===== src/rtl/datapath_controller.sv =====
// ---------------------------------------------------------------------------
// datapath_controller
//   Instruction register, decoder and control FSM for a register-file/ALU
//   datapath. One 16-bit instruction is latched into IR while idle, then
//   executed over several cycles by issuing register-file read/write
//   controls, operand latch strobes, ALU operation and shifter codes.
//
// Ports
//   clk       rising-edge clock
//   reset     synchronous, active-low reset
//   s         start execution of IR (only looked at while idle)
//   load      IR load enable (only honoured while idle)
//   in        instruction word
//   w         1 while idle and ready for s
//   ALUop     00 add, 01 sub, 10 and, 11 not-B
//   shift     shifter code for the datapath B path
//   readnum   register-file read index
//   writenum  register-file write index
//   write     register-file write enable
//   loada/b/c latch A, B, C registers
//   loads     latch status flags
//   asel      1 = A operand forced to zero
//   bsel      1 = B operand taken from sximm5
//   vsel      write-back source: 00 C, 10 sximm8
//   sximm8    sign-extended IR[7:0]
//   sximm5    sign-extended IR[4:0]
// ---------------------------------------------------------------------------
module datapath_controller #(
  parameter int WIDTH = 16
) (
  input  logic             clk,
  input  logic             reset,
  input  logic             s,
  input  logic             load,
  input  logic [WIDTH-1:0] in,
  output logic             w,
  output logic [1:0]       ALUop,
  output logic [1:0]       shift,
  output logic [2:0]       readnum,
  output logic [2:0]       writenum,
  output logic             write,
  output logic             loada,
  output logic             loadb,
  output logic             loadc,
  output logic             loads,
  output logic             asel,
  output logic             bsel,
  output logic [1:0]       vsel,
  output logic [WIDTH-1:0] sximm8,
  output logic [WIDTH-1:0] sximm5
);

  typedef enum logic [2:0] {
    ST_WAIT      = 3'd0,
    ST_DECODE    = 3'd1,
    ST_WRITE_IMM = 3'd2,
    ST_GET_A     = 3'd3,
    ST_GET_B     = 3'd4,
    ST_EXEC      = 3'd5,
    ST_WRITE     = 3'd6
  } state_t;

  state_t           state_q, state_d;
  logic [WIDTH-1:0] ir_q, ir_d;

  // Instruction fields
  logic [2:0] opcode;
  logic [1:0] op;
  logic [2:0] rn, rd, rm;
  logic [1:0] sh;

  assign opcode = ir_q[15:13];
  assign op     = ir_q[12:11];
  assign rn     = ir_q[10:8];
  assign rd     = ir_q[7:5];
  assign sh     = ir_q[4:3];
  assign rm     = ir_q[2:0];

  // Instruction classes
  logic is_mov_imm, is_mov_reg, is_alu, is_cmp, is_mvn;

  assign is_mov_imm = (opcode == 3'b110) && (op == 2'b10);
  assign is_mov_reg = (opcode == 3'b110) && (op == 2'b00);
  assign is_alu     = (opcode == 3'b101);
  assign is_cmp     = is_alu && (op == 2'b01);
  assign is_mvn     = is_alu && (op == 2'b11);

  // IR only accepts a new word while idle; a simultaneous s moves to
  // DECODE on the same edge, so DECODE sees the freshly loaded word.
  always_comb begin
    ir_d = ir_q;
    if ((state_q == ST_WAIT) && load)
      ir_d = in;
  end

  // State register
  always_ff @(posedge clk) begin
    if (!reset) begin
      state_q <= ST_WAIT;
      ir_q    <= '0;
    end else begin
      state_q <= state_d;
      ir_q    <= ir_d;
    end
  end

  // Next-state logic
  always_comb begin
    state_d = state_q;
    case (state_q)
      ST_WAIT:      if (s) state_d = ST_DECODE;
      ST_DECODE: begin
        if (is_mov_imm)                 state_d = ST_WRITE_IMM;
        else if (is_alu && !is_mvn)     state_d = ST_GET_A;  // ADD, CMP, AND
        else if (is_mov_reg || is_mvn)  state_d = ST_GET_B;  // single-operand ops
        else                            state_d = ST_WAIT;   // illegal encoding
      end
      ST_WRITE_IMM: state_d = ST_WAIT;
      ST_GET_A:     state_d = ST_GET_B;
      ST_GET_B:     state_d = ST_EXEC;
      ST_EXEC:      state_d = is_cmp ? ST_WAIT : ST_WRITE;
      ST_WRITE:     state_d = ST_WAIT;
      default:      state_d = ST_WAIT;
    endcase
  end

  // Output logic: Moore strobes qualified by IR fields
  always_comb begin
    w        = 1'b0;
    ALUop    = 2'b00;
    readnum  = 3'd0;
    writenum = 3'd0;
    write    = 1'b0;
    loada    = 1'b0;
    loadb    = 1'b0;
    loadc    = 1'b0;
    loads    = 1'b0;
    asel     = 1'b0;
    bsel     = 1'b0;
    vsel     = 2'b00;
    case (state_q)
      ST_WAIT: w = 1'b1;
      ST_WRITE_IMM: begin
        writenum = rn;
        vsel     = 2'b10;
        write    = 1'b1;
      end
      ST_GET_A: begin
        readnum = rn;
        loada   = 1'b1;
      end
      ST_GET_B: begin
        readnum = rm;
        loadb   = 1'b1;
      end
      ST_EXEC: begin
        // MOV reg computes 0 + shifted Rm through the adder
        ALUop = is_mov_reg ? 2'b00 : op;
        asel  = is_mov_reg;
        if (is_cmp) loads = 1'b1;
        else        loadc = 1'b1;
      end
      ST_WRITE: begin
        writenum = rd;
        vsel     = 2'b00;
        write    = 1'b1;
      end
      default: ;
    endcase
  end

  // The shift field overlaps the immediate of MOV imm, so it is masked there
  assign shift  = is_mov_imm ? 2'b00 : sh;
  assign sximm8 = {{8{ir_q[7]}}, ir_q[7:0]};
  assign sximm5 = {{11{ir_q[4]}}, ir_q[4:0]};

endmodule


===== config.mk =====
export PLATFORM = sky130hd
export DESIGN_NAME = datapath_controller
export DESIGN_NICKNAME = d
export VERILOG_FILES = /design/src/rtl/datapath_controller.sv
export SDC_FILE = /design/constraint.sdc
export NUM_CORES = 1
export LEC_CHECK = 0
export CORE_ASPECT_RATIO = 2
export CORE_UTILIZATION = 41
export CTS_CLUSTER_DIAMETER = 120
export CTS_CLUSTER_SIZE = 8
export DETAILED_ROUTE_END_ITERATION = 12
export GPL_ROUTABILITY_DRIVEN = 0
export PLACE_DENSITY_LB_ADDON = 0.2
export REMOVE_ABC_BUFFERS = 1
export SYNTH_ARGS = -nofsm -noshare
export SYNTH_HDL_FRONTEND = slang
export SYNTH_SLANG_ARGS = --single-unit

===== constraint.sdc =====
create_clock -name clk -period 2.9 [get_ports clk]
set_input_delay 0.58 -clock clk [delete_from_list [all_inputs] [get_ports clk]]
set_output_delay 0.58 -clock clk [all_outputs]
set_load 0.01 [all_outputs]

Yosys cells after proc, flatten, opt, wreduce, memory -nomap -nowiden
Index checks and enable logic that the tools add are counted.
Widths: inputs -> output; s select.

word-level totals
  output and inout port bits = 52
  input bits = 20
  bits in registers = 19
  logic and storage cells = 46

operators by class
  equal/unequal tests = 12
  mux-type cells = 21
  reduce and logical (&&, ||, !) cells = 11

operators by type and width
  cell                count
  $eq 3x3->1 const B  5
  $mux 3              5
  $pmux 3 s5          1
  $pmux 3 s2          2
  $mux 1              9
  $mux 2              4
  $eq 3x2->1 const B  2
  $logic_and 1x1->1   6
  $eq 2x2->1 const B  2
  $eq 3x1->1 const B  1
  $logic_not 3->1     1
  $eq 2x1->1 const B  1
  $logic_not 2->1     1
  $ne 2x2->1 const B  1
  $reduce_or 2->1     1
  $logic_not 1->1     1
  $logic_or 1x1->1    1

Longest topological paths before layout
Gate-level depths: netlist of the first run.

  depth after elaboration = 7
  mapped depth = 5
  depth with buffers taken out = 3

Worst setup path before layout of the first run
Ideal clock, no wire load.

  path type = reg2out
  start = register state_q[0]
  end = output port asel
  path slack = 1.005 ns
  required time = 2.320 ns
  arrival = 1.315 ns
  stages on the path, launching flop included = 5
  buffers on the path = 1
  path through = dfxtp_1 buf_2 nand2_1 or2_2 nor4_1

on the way
  longest elaborated chain between the ends = 2

ends and longest elaborated chain
  element                 RTL line  source
  start, declared         63        state_t state_q, state_d;
  start signal, assigned  102       state_q <= state_d;
  $eq 3x3->1              141       case (state_q)
  $mux 1                  141
  end, declared           46        output logic asel,

No other way between the ends.

Worst setup path after layout of the first run
Same ends and word-level chain as after synthesis.

==> results of run 1 <==
flip-flops by register name, summed over array words and instances (netlist names):
name and flops:
state_q 3, ir_q 16
cell families after synthesis:
group,count (synthesis)
compound gates,28
flops,19
simple gates,66
mux,3
buf+inv,46
other cells,1
synthesized netlist by cell type, types with 2 or more instances:
| cell type | count | share of area |
|---|---|---|
| inv_1 | 2 | 0.0059 |
| and2_1 | 3 | 0.015 |
| buf_2 | 3 | 0.012 |
| buf_4 | 34 | 0.20 |
| a21boi_0 | 6 | 0.035 |
| nor3_1 | 3 | 0.012 |
| clkbuf_1 | 6 | 0.018 |
| o311a_1 | 2 | 0.016 |
| mux2i_1 | 3 | 0.023 |
| a21boi_1 | 10 | 0.058 |
| dfxtp_1 | 19 | 0.30 |
| a22o_1 | 3 | 0.020 |
| nand2b_1 | 4 | 0.019 |
| nor2b_1 | 5 | 0.024 |
| or4b_1 | 2 | 0.016 |
| nand4b_1 | 2 | 0.014 |
| nand2_1 | 35 | 0.10 |
| nor2_1 | 6 | 0.018 |
area by class of cell:
cell class                 count  area, sq um
clock buffer                   3         41.3
tap                           30         37.5
timing repair buffer          72          713
fill                         292         1200
inverter                       2         7.51
sequential                    19          380
multi-input combinational     99          596
clock inverter                 1         5.00
power by group through the flow:
stage	combinational [uW]	clock, uW	sequential [uW]
3_3_place_gp	156	0	306
2_1_floorplan	43.8	0	316
4_1_cts	160	187	301
6_report	158	182	301
5_1_grt	170	197	305
3_5_place_dp	159	0	307
placed cells by master (no fill, tap or decap), types with 4 or more instances in the layout:
cell / instances
nand2b_1: 4
nor2_1: 6
nand2_1: 35
clkdlybuf4s50_1: 69
a21boi_1: 10
dfxtp_1: 19
a21boi_0: 6
nor2b_1: 5
final timing paths:
check                   to  slack, ns  cells past startpoint
hold / removal    ir_q[10]       0.49                      2
setup reg to reg   ir_q[4]       1.12                      4
setup / recovery      asel       0.29                      4
hold reg to reg   ir_q[10]       0.49                      2
per-stage QoR:
step	hold WS [ns]	instances	area [sq um]	util	setup slack (ns)
2_1_floorplan	0.447	120	983	-	0.875
3_3_place_gp	0.469	222	1730	0.582	0.579
3_5_place_dp	0.474	222	1730	0.582	0.556
4_1_cts	0.487	226	1780	0.598	0.277
5_1_grt	0.516	226	1780	0.598	0.106
6_report	0.487	226	1780	0.598	0.287
worst max-delay path, cell delays in order, from the launching register on:
cell	delay [ns]
dfxtp_1	0.57
nand2_1	0.12
or2_2	0.30
nor4_1	0.22
clkdlybuf4s50_1	0.57
metal layers:
layer  part of all wire  vias up
met5                  0        -
met4              0.012        0
met3              0.041        2
met2               0.59       32
met1               0.36      556
li1                   -      568
==> results.toml, run 1 <==
[logic_synthesis]
async_reset_ff_frac = 0
synth-compound-area-share = 0.173
synth_edf_count = 0
synth_xor_area_frac = 0
synthAdderAreaFrac = 0
synthFlopType = "dfxtp_1"
yosysWarnings = 0
yosysSeqAreaShare = 0.296
syn_area_per_cell_sq_um = 7.88
yosys.area_share.simple = 0.262
synth_top_family_by_area = "simple AND/OR/NAND/NOR gates"
synth.cell_area_sq_um = 1280
syn_inst = 163
synth_mux_area_frac = 0.0234
ys_ff_latch = 19
synth_cell_types = 33

[clock_network]
clock-root-buffer = "clkbuf_8"
clockBufferDepth = 2
cts_sinks = 19
cts_resized = 0
insertion_delay_ns = 0.25
numCtsBuffers = 3
post-cts-setup-buffers = 0
clkTransAtPathRegs_ns = 0.07
tritoncts = "built"
cts.hold.buffers_added = 0
htree_num_levels = 1

[sta]
rsz0062_at_grt = "false"
final-setup-viol-count = 0
final_max_slew_viol_count = 0
tns_ns = 0
hold_viol = 0
skew_ns = 0.00494
layout_min_cycle_time_ns = 2.61
slew_headroom = 0.627
tightest_slew_ns = 0.560
max_freq_ghz = 0.383
post-route-period-util = 0.901

[floorplan]
rows = 28
core_sq_um = 2980
die-area_sq_um = 3370
chipWidth_um = 41.6
start_util = 0.431
fp.dieH_um = 81.1
ios = 72

[global_routing]
top_usage_layer = "met2"
grt_max_degree = 17
use_met3 = 0.0200
grtUsageMet1 = 0.209
grt_overflow = 0
grt_pass1_vias = 1120
grt_usage = 0.200
grt_pass1_wl_um = 5280
antenna_found_initial = 0
use_met2 = 0.394

[detailed_routing]
drc = 0
firstDrtPassIters = 4
wl_per_cell_um = 14.5
via_per_inst = 5.12
vias = 1158
ant_nets = 0
initialDrtViolationCount = 41
routed_wl_um = 3290

[placement]
numPortBuffers = 69
hpwlAfterDp_um = 2560

[power_and_ir_drop]
switchingPower_uw = 173
vdd_ir_drop_max_uv = 249
p_total_uw = 641
p_leak_uw = 0.000670
sequentialPowerShare = 0.469
power_frac_clock = 0.284
p_comb_frac = 0.246
p_sw_frac = 0.271
power-per-cell-area_nw_per_um2 = 360
power.internal_uw = 467

[outcome]
status = "complete, no violations"

[layout]
layout-drive-gt1-share = 0.0510
layout.nets = 217
area_growth_pct = 38.7
num_antenna_cells = 0

[worst_setup_path]
startpoint = "state_q[0]"
worst_setup_path_start_kind = "register"
critical_path_required_ns = 2.32
worstSetupPathType = "reg2out"
crit_fanout = 12
crit-reg2reg-launch = "state_q[2]"
endpoint_kind = "output port"
crit_arrival_ns = 2.03

[worst_hold_path]
min_from = "ir_q[10]"
hold_path_class = "reg2reg"

[job]
maxCapViolCount = 0
Note: power is estimated with default switching activity, not from simulation.
==> run 2, diff against run 1 <==
--- a/config.mk
+++ b/config.mk
@@ -7,10 +7,10 @@
 export LEC_CHECK = 0
 export CORE_ASPECT_RATIO = 2
 export CORE_UTILIZATION = 41
-export CTS_CLUSTER_DIAMETER = 120
 export CTS_CLUSTER_SIZE = 8
 export DETAILED_ROUTE_END_ITERATION = 12
 export GPL_ROUTABILITY_DRIVEN = 0
+export GPL_TIMING_DRIVEN = 0
 export PLACE_DENSITY_LB_ADDON = 0.2
 export REMOVE_ABC_BUFFERS = 1
 export SYNTH_ARGS = -nofsm -noshare
==> results.toml, run 2 (synthesized netlist as in run 1, its figures left out) <==
[detailed_routing]
routed_wl_um = 3020
firstDrtPassIters = 4
vias = 1155
ant_nets = 0
drc = 0
wl_per_cell_um = 13.6
initialDrtViolationCount = 19
via_per_inst = 5.18

[worst_setup_path]
critical_path_required_ns = 2.32
r2r_end = "ir_q[2]"
endpoint_kind = "output port"
worstSetupPathType = "reg2out"
crit_chain = "nand2_1 > or2_2 > nor4_1 > clkdlybuf4s50_1"
cp_top_family = "simple AND/OR/NAND/NOR gates"
ff2ff_setup_slack_ns = 1.25
slowest_delay_ns = 0.60
crit_buf_inv = 1
crit-reg2reg-launch = "state_q[0]"
crit_slowest_cell = "dfxtp_1"
crit_fanout = 12
worst_setup_path_start_kind = "register"
crit_arrival_ns = 2.10
worstRegToRegCells = 3

[global_routing]
antenna_found_initial = 0
grt_max_degree = 20
grt_pass1_wl_um = 4880
grt_overflow = 0
grt_pass1_vias = 1066
grt_usage = 0.181

[layout]
area_growth_pct = 37.3
fillCellCount = 284
reg_top3 = "ir_q (16), state_q (3)"
layout-drive-gt1-share = 0.0415
regMostFlops = "ir_q"
layout_commonest_cell = "clkdlybuf4s50_1"
num_antenna_cells = 0
utilization = 0.592
regArea_sq_um = 382
largest_reg_flops = 16
final_cell_mix = "clkdlybuf4s50_1 (69), nand2_1 (35), dfxtp_1 (18)"
layout.nets = 214
multi_input_area_sq_um = 601

[floorplan]
fp.dieH_um = 81.1
start_util = 0.431
ios = 72
core_sq_um = 2980
die-area_sq_um = 3370
rows = 28
chipWidth_um = 41.6

[power_and_ir_drop]
power-per-cell-area_nw_per_um2 = 360
vdd_ir_drop_max_uv = 363
p_leak_uw = 0.000653

[sta]
final-setup-viol-count = 0
rsz0062_at_grt = "false"
skew_ns = 0.00246
hold_viol = 0
slew_headroom = 0.436
layout_min_cycle_time_ns = 2.68
tns_ns = 0
final_max_slew_viol_count = 0
tightest_slew_ns = 0.843
holdWs_ns = 0.477
max_freq_ghz = 0.374
post-route-period-util = 0.923

[worst_hold_path]
hold_path_class = "reg2reg"
min_from = "ir_q[9]"
holdPathEnd = "ir_q[9]"
hold_depth = 2

[placement]
numPortBuffers = 69
hpwlAfterDp_um = 2290

[clock_network]
insertion_delay_ns = 0.25
cts_sinks = 19
clock-root-buffer = "clkbuf_8"
clkTransAtPathRegs_ns = 0.07
clockBufferDepth = 2
cts.hold.buffers_added = 0
tritoncts = "built"
htree_num_levels = 1
numCtsBuffers = 3

[outcome]
status = "complete, no violations"

[job]
maxCapViolCount = 0
==> run 2: worst max path at each step <==
| stage | from | endpoint | slack, ns | depth (start not counted) |
|---|---|---|---|---|
| global placement | state_q[2] | readnum[0] | 0.33 | 4 |
| global route | state_q[0] | asel | 0.07 | 4 |
| detailed placement | state_q[2] | readnum[1] | 0.27 | 4 |
| floorplan | ir_q[4] | shift[1] | 0.87 | 1 |
| CTS | state_q[2] | readnum[2] | 0.12 | 4 |
| finish | state_q[0] | asel | 0.22 | 4 |
==> run 2: worst register-to-register path, stage by stage, from the launching register on <==
cell and delay (ns):
dfxtp_1 0.45, nor4b_4 0.80, nand2_1 0.13, a21boi_0 0.19
==> run 2: report_power, final <==
part / switching (uW) / internal [uW] / leakage (uW)
clock: 83.8 / 97.3 / 0.0000228
combinational: 59.8 / 93.6 / 0.000474
sequential: 24.3 / 276 / 0.000156
total: 168 / 467 / 0.000653
==> run 2: what timing repair did <==
| action | in CTS | in global routing |
|---|---|---|
| hold endpoints to repair | 0 | 0 |
| gates resized for setup | 1 | 1 |
| setup buffers | 0 | 0 |
| endpoints found under the setup margin | 3 | 1 |
| pin swaps | 0 | 0 |
| gates cloned | 0 | 0 |
==> run 2: metal layers <==
metal | wire length [um] | GRT usage | share of wire | vias up
met5 | 0 | 0 | 0 | -
met4 | 39 | 0.0581 | 0.013 | 0
met3 | 76 | 0.0178 | 0.025 | 4
met2 | 1770 | 0.356 | 0.59 | 29
met1 | 1140 | 0.195 | 0.38 | 559
li1 | - | - | - | 563
==> run 2: area by class of cell <==
class,instances,area share
Multi-Input combinational cell,99,0.341
Timing Repair Buffer,69,0.392
Tap cell,30,0.0213
Inverter,2,0.00426
Sequential cell,19,0.216
Clock buffer,4,0.0256
==> run 2: per-stage QoR <==
stage	cell area, sq um	worst slack [ns]	instances	total power [uW]
6_report	1760	0.224	223	635
5_1_grt	1760	0.0674	223	667
4_1_cts	1760	0.119	223	639
3_5_place_dp	1710	0.272	219	462
3_3_place_gp	1710	0.331	219	459
2_1_floorplan	983	0.875	120	359
